`src/rtl/multi_clause_checker_pkg.sv`:
```
// Shared types and sizing helpers for the multi-clause satisfiability checker.
// Optional build macro used by the checker: CHECKER_EARLY_EXIT_EN.
package checker_pkg;

    typedef enum logic [2:0] {
        S_IDLE,
        S_FETCH,
        S_LOAD,
        S_EVAL,
        S_DECIDE,
        S_DONE
    } state_t;

    // Bit positions inside each 2-bit boolean coefficient.
    localparam int EXIST_BIT = 1;
    localparam int POL_BIT   = 0;

    function automatic int acc_w(input int int_width, input int num_vars);
        return 2 * int_width + $clog2(num_vars + 1);
    endfunction

    function automatic int chunks(input int num_vars, input int lanes);
        return num_vars / lanes;
    endfunction

    function automatic int clause_w(input int num_vars, input int int_width);
        return (num_vars + 1) * int_width + 2 * num_vars;
    endfunction

    function automatic int idx_w(input int n);
        return (n > 1) ? $clog2(n) : 1;
    endfunction

endpackage

```
`src/rtl/multi_clause_checker_clause_lane_mac.sv`:
```
// One chunk of clause evaluation: LANES signed coef*value products summed at
// full accumulator width, plus the OR of boolean literal matches.
module clause_lane_mac
    import checker_pkg::*;
#(
    parameter int LANES     = 4,
    parameter int INT_WIDTH = 8,
    parameter int ACC_W     = 21
) (
    input  logic [LANES*INT_WIDTH-1:0] coefs,
    input  logic [LANES*INT_WIDTH-1:0] values,
    input  logic [2*LANES-1:0]         bool_coefs,
    input  logic [LANES-1:0]           bools,
    output logic signed [ACC_W-1:0]    sum,
    output logic                       hit
);

    logic signed [INT_WIDTH-1:0]   coef_j;
    logic signed [INT_WIDTH-1:0]   value_j;
    logic signed [2*INT_WIDTH-1:0] prod_j;

    always_comb begin
        // NOTE: every variable gets a default before the loop so no latch is inferred.
        sum     = '0;
        hit     = 1'b0;
        coef_j  = '0;
        value_j = '0;
        prod_j  = '0;
        for (int j = 0; j < LANES; j++) begin
            coef_j  = coefs[j*INT_WIDTH +: INT_WIDTH];
            value_j = values[j*INT_WIDTH +: INT_WIDTH];
            // Widen before multiplying so the product never truncates.
            prod_j  = (2*INT_WIDTH)'(coef_j) * (2*INT_WIDTH)'(value_j);
            sum     = sum + ACC_W'(prod_j);
            hit     = hit | (bool_coefs[2*j+EXIST_BIT] & (bool_coefs[2*j+POL_BIT] == bools[j]));
        end
    end

endmodule

```
`config.mk`:
```
export PLATFORM = sky130hd
export DESIGN_NAME = clause_lane_mac
export DESIGN_NICKNAME = d
export VERILOG_FILES = /design/src/rtl/multi_clause_checker_pkg.sv /design/src/rtl/multi_clause_checker_clause_lane_mac.sv
export SDC_FILE = /design/constraint.sdc
export NUM_CORES = 1
export LEC_CHECK = 0
export CAP_MARGIN = 20
export CORE_ASPECT_RATIO = 0.7
export CORE_MARGIN = 3
export CORE_UTILIZATION = 28
export DETAILED_ROUTE_END_ITERATION = 8
export DONT_BUFFER_PORTS = 1
export SYNTH_ARGS = -nofsm -noshare
export SYNTH_HDL_FRONTEND = slang
export SYNTH_SLANG_ARGS = --single-unit
```
`constraint.sdc`:
```
create_clock -name vclk -period 10.5
set_input_delay 2.1 -clock vclk [all_inputs]
set_output_delay 2.1 -clock vclk [all_outputs]
set_load 0.02 [all_outputs]
```
==> summary.txt, run 1 <==
Outcome
  – Status: completed

Placement
  – # port buffers: 0
  – Area post-placement: 0.01208 sq mm
  – Setup WS pre-CTS: -0.03072 ns
  – DP HPWL: 25100 microns
  – Final weighted congestion in routability-driven placement: 0.8899

STA
  – Slew headroom: 60.95%
  – Max Slew Vio Count: 0
  – Unrepaired setup endpoints after global routing: true
  – Fin crit period: 10.35 ns
  – Max Fclk: 0.09658 GHz
  – Final setup margin: 0.1457 ns
  – Final setup fails: 0
  – Fin. Hold Viols: 0
  – Tightest Pin Transition: 0.5816 ns
  – Setup TNS: 0 ns
  – Final Cycle Share: 98.61%

Setup path
  – CP Capture Type: output pin
  – Crit path kind: in2out
  – WP data required: 8.40 ns
  – Critical path peak fanout: 8
  – Crit start category: primary input
  – Worst path arrival time: 8.25 ns

Synthesis
  – Largest family of logic cells by synthesized area: adder cells
  – Post-Syn Nets: 1644
  – Synth Cell Area: 0.01116 sq mm
  – Synth Area in Adders: 69.59%
  – Complex-gate fraction of the synthesized area: 2.187%
  – Mean Syn Cell Area: 9.762 sq um
  – Synth warn: 0
  – Cells after Synth: 1143
  – Yosys cell types: 33
  – Simple-gate area share of the yosys netlist: 13.22%
  – Sequential element share of the synthesized area: 0%
  – Post-synthesis mux area share: 0%
  – Post-Synth XOR/XNOR Area: 2.355%

Die
  – Die Width: 244.6 microns
  – Die Footprint: 0.04232 sq mm
  – Initial Utilization: 28.69%
  – Num ports: 98
  – DIE HEIGHT: 173.0 microns
  – Row count: 60
  – Core region area: 0.03889 sq mm

Detailed routing
  – Post-route DRC: 0
  – Post-DR vias/cell: 4.207
  – Via count: 7169
  – Routed WL per cell: 15.58 microns
  – Final Routed Wirelength: 26540 microns
  – Post-detailed-route count of antenna-violating nets: 0
  – 1st-pass router iterations: 4
  – Initial drt markers: 287

Cells and area
  – Commonest non-fill, non-tap cells in the layout: 359 x inv_1, 320 x fa_1, 134 x and2_1, 92 x ha_1, 89 x nand2_1
  – Area of the multi-input gates: 0.009955 sq mm
  – Area growth from synthesis to layout: 10.31%
  – # diodes: 0
  – Most common cell after layout, fill and taps aside: inv_1
  – Register Area: 0 sq um
  – Sequential cell count: 0
  – CLK BUF: 0
  – Layout cell share with drive strength beyond 1: 7.137%
  – Final instance area: 0.01231 sq mm
  – Final nets: 1680
  – # fillers: 4074

Min path
  – Hold Path Class: in2out
  – Hold Path Depth: 2

GRT
  – GRT Util Overall: 13.27%
  – First-pass GRT wire length: 45150 microns
  – Largest net degree at the start of global routing: 10
  – GRT Residual Overflow: 0
  – Vias in the first global route: 8151
  – Initial antenna violation count: 0

Run
  – Max_cap viols: 0
per-stage QoR:
step                      hold slack, ns  cells  utilization [%]
after global placement             4.417   1701            31.06
after global routing               4.424   1704            31.65
final                              4.413   1704            31.65
after floorplan                    4.402   1143                -
after detailed placement           4.413   1701            31.06
after CTS                          4.414   1701            31.09
routing by layer:
metal | global-route usage, % | vias to the layer above | routed length [microns]
met4 | 0 | 0 | 41
met1 | 19.93 | 3741 | 12520
met5 | 0 | - | 0
met2 | 21.21 | 137 | 12140
li1 | - | 3287 | -
met3 | 2.511 | 4 | 1844
final cells by class:
class                      instances  share of cell area [%]
inverter                         370                   11.28
tap                              527                   5.357
multi-input combinational        769                   80.88
timing repair buffer              38                   2.480
critical path: stages:
cell      delay [ns]
and2_4          0.14
fa_1            0.54
inv_2           0.04
fa_1            0.54
fa_1            0.44
fa_1            0.53
inv_2           0.04
fa_1            0.52
inv_1           0.05
fa_2            0.52
fa_1            0.40
inv_1           0.08
fa_1            0.45
ha_4            0.24
a21o_1          0.18
a21oi_4         0.16
o21bai_4        0.13
or4_4           0.44
a211o_1         0.34
xor2_1          0.19
buf_4           0.17
what timing repair did:
item,CTS,global route
pin swaps,0,30
gates resized for setup,2,53
setup buffers,0,3
setup endpoints to repair,4,10
hold buffers,0,0
final timing paths:
| check | start | end |
|---|---|---|
| max | values[24] | sum[15] |
| min | bool_coefs[1] | hit |
synth_stat cells, types with 8 or more instances:
cell,count,area share (%)
a21oi_1,13,0.58
and2_1,140,7.8
fa_1,326,58
ha_1,99,11
inv_1,370,12
nand2_1,92,3.1
nand2b_1,12,0.67
nor2_1,10,0.34
nor2b_1,15,0.84
o21ai_0,8,0.36
xnor2_1,21,1.6
xor2_1,9,0.71
cells by family (layout without fill, tap and decap cells):
family | after synthesis | in the layout
AO/OA/AOI/OAI | 38 | 38
XOR/XNOR | 30 | 30
adder cells (fa/ha/maj) | 425 | 425
buffers and inverters | 374 | 408
AND/OR/NAND/NOR | 276 | 276
Power of run 1 is not shown: default switching activity piles up to over one toggle a cycle in this logic, so the estimate is an artifact.
==> inputs of run 2 (changes only) <==
Settings changed: ABC_AREA from default to 1.
==> run 2 against run 1 <==
Compared with the run above:
- fmax grew 0.75%
- worst hold slack improved by 0.0033 ns
- global-route usage rose by 0.28 points
- routed wire length up 7.0%
- area after synthesis rose by 5.0%
- via count is 13% higher
- first-iteration DRC count grew 66%
- count of clock-buffer cells in the layout did not move
- synthesized cell count up 25%
- worst setup slack gained 0.077 ns
- critical path depth rose by 2
- critical endpoint is now sum[13]
- highest routed layer unchanged
==> summary.txt, run 2 <==
Setup path
  – Worst path arrival time: 8.18 ns (-0.07 ns)
  – CP Capture Type: output pin
  – Critical path peak fanout: 8 (unchanged)
  – WP data required: 8.40 ns (about the same)
  – Crit path kind: in2out
  – Crit start category: primary input

STA
  – Tightest Pin Transition: 0.5489 ns (-0.03266 ns)
  – Fin. Hold Viols: 0 (unchanged)
  – Fin crit period: 10.28 ns (-0.07731 ns)
  – Max Fclk: 0.09730 GHz (+0.75%)
  – Final setup fails: 0 (unchanged)
  – Final Cycle Share: 97.88% (-0.74 points)
  – Unrepaired setup endpoints after global routing: true
  – Slew headroom: 63.28% (+2.3 points)
  – Max Slew Vio Count: 0 (unchanged)

Cells and area
  – Post-Layout Cell Count: 1922 (+13%)
  – Commonest non-fill, non-tap cells in the layout: 525 x inv_1, 323 x fa_1, 295 x nand2_1, 96 x ha_1, 32 x nor2_1
  – Register Area: 0 sq um (unchanged)
  – Core Util, Final: 30.02% (-1.6 points)
  – Sequential cell count: 0 (unchanged)
  – CLK BUF: 0 (unchanged)
  – Final nets: 1880 (+12%)
  – Layout cell share with drive strength beyond 1: 3.341% (-3.8 points)
  – Most common cell after layout, fill and taps aside: inv_1
  – Area growth from synthesis to layout: 5.509%

Synthesis
  – Most common cell in the netlist: inv_1
  – Cells after Synth: 1425 (+25%)
  – Synth area leaders: fa_1 56%, inv_1 17%, ha_1 11%
  – Post-Syn Nets: 1926 (+17%)
  – Mean Syn Cell Area: 8.225 sq um (-16%)
  – Synth cell count leaders: 525 x inv_1, 326 x fa_1, 300 x nand2_1
  – Yosys cell types: 20 (-39%)
  – Area share of the leading cell type in the synthesized netlist: 55.68% (-2.8 points)
  – Synth warn: 0 (unchanged)
  – Sequential element share of the synthesized area: 0% (unchanged)
  – Leading area contributor after synthesis: fa_1
  – Synth Cell Area: 0.01172 sq mm (+5.0%)

Die
  – Initial Utilization: 28.45% (-0.24 points)
  – Row count: 62 (+3.3%)
  – DIE HEIGHT: 177.2 microns (+2.4%)
  – Die Footprint: 0.04439 sq mm (+4.9%)
  – Core region area: 0.04119 sq mm (+5.9%)
  – Die Width: 250.5 microns (+2.4%)
  – Num ports: 98 (unchanged)

Detailed routing
  – Via count: 8111 (+13%)
  – Post-detailed-route count of antenna-violating nets: 0 (unchanged)
  – 1st-pass router iterations: 6 (+2)
  – Post-DR vias/cell: 4.220 (+0.31%)
  – Post-route DRC: 0 (unchanged)
  – Routed WL per cell: 14.78 microns (-5.1%)
  – Initial drt markers: 476 (+66%)
  – Final Routed Wirelength: 28410 microns (+7.0%)

GRT
  – GRT Residual Overflow: 0 (unchanged)
  – Initial antenna violation count: 0 (unchanged)
  – Largest net degree at the start of global routing: 9 (-1)
  – First-pass GRT wire length: 47740 microns (+5.7%)
  – Vias in the first global route: 8810 (+8.1%)
  – GRT Util Overall: 13.55% (+0.28 points)

Placement
  – Placed cell count: 1920 (+13%)
  – # port buffers: 0 (unchanged)
  – Final weighted congestion in routability-driven placement: 0.9488 (+6.6%)
  – DP HPWL: 27160 microns (+8.2%)

Min path
  – Hold Path Class: in2out
  – Hold Path Depth: 2 (unchanged)
  – Hold EP: hit
  – HP Start: bool_coefs[7]

Outcome
  – Status: completed

Run
  – Max_cap viols: 0 (unchanged)
[run 2: worst max-delay path, stage by stage]
cell,delay [ns]
nand2_1,0.11
inv_1,0.30
fa_1,0.51
fa_1,0.52
inv_1,0.05
fa_1,0.48
inv_1,0.05
fa_1,0.48
fa_1,0.60
fa_1,0.44
fa_1,0.49
inv_1,0.05
fa_1,0.48
inv_1,0.05
ha_1,0.38
nand2_1,0.16
nor2_1,0.23
nand2_1,0.08
nand3_1,0.11
nand2_1,0.06
nand2_1,0.10
xor2_2,0.19
buf_4,0.17
[run 2: cell families (layout without fill, tap and decap cells)]
family	Yosys count	after routing	share of synthesized area [%]
fa+ha+maj	425	425	66.25
buf+inv	589	541	18.93
other cells	0	1	0
simple gates	366	366	12.26
xor+xnor	18	18	1.345
compound gates	27	27	1.217
[run 2: through the flow]
step	setup WS (ns)	setup TNS, ns	hold slack (ns)	area (sq um)
after floorplan	0.3857	0	4.404	11720
after global placement	0.1389	0	4.420	12280
after detailed placement	0.09781	0	4.419	12280
after CTS	0.09169	0	4.419	12280
after global routing	-0.01997	-0.09754	4.426	12360
final	0.2230	0	4.416	12370
[run 2: layer usage]
| layer | track usage (%) | vias to the layer above | share of wire [%] |
|---|---|---|---|
| li1 | - | 3745 | - |
| met5 | 0 | - | 0 |
| met4 | 0.7771 | 0 | 0.67 |
| met2 | 21.60 | 252 | 45 |
| met3 | 2.952 | 8 | 9.5 |
| met1 | 19.80 | 4106 | 44 |
[run 2: worst max-delay path by stage]
| stage | start | to | depth (start not counted) | slack, ns |
|---|---|---|---|---|
| 3_5_place_dp | values[7] | sum[18] | 25 | 0.1 |
| 2_1_floorplan | values[24] | sum[19] | 24 | 0.39 |
| 3_3_place_gp | values[7] | sum[18] | 26 | 0.14 |
| 6_report | values[16] | sum[13] | 23 | 0.22 |
| 4_1_cts | values[16] | sum[18] | 24 | 0.09 |
| 5_1_grt | values[7] | sum[13] | 24 | -0.02 |
[run 2: repair_timing]
action | in CTS | in global routing
setup endpoints to repair | 0 | 8
buffers inserted | 0 | 1
resized for setup | 0 | 21
hold buffers | 0 | 0
[run 2: area by class of cell]
cell class / count / area [sq um]
Inverter: 525 / 1971
Tap cell: 544 / 680.7
Antenna cell: 1 / 2.502
Timing Repair Buffer: 16 / 132.6
Multi-Input combinational cell: 836 / 9579
Fill cell: 4375 / 28830
Power of run 2 is left out for the same reason.
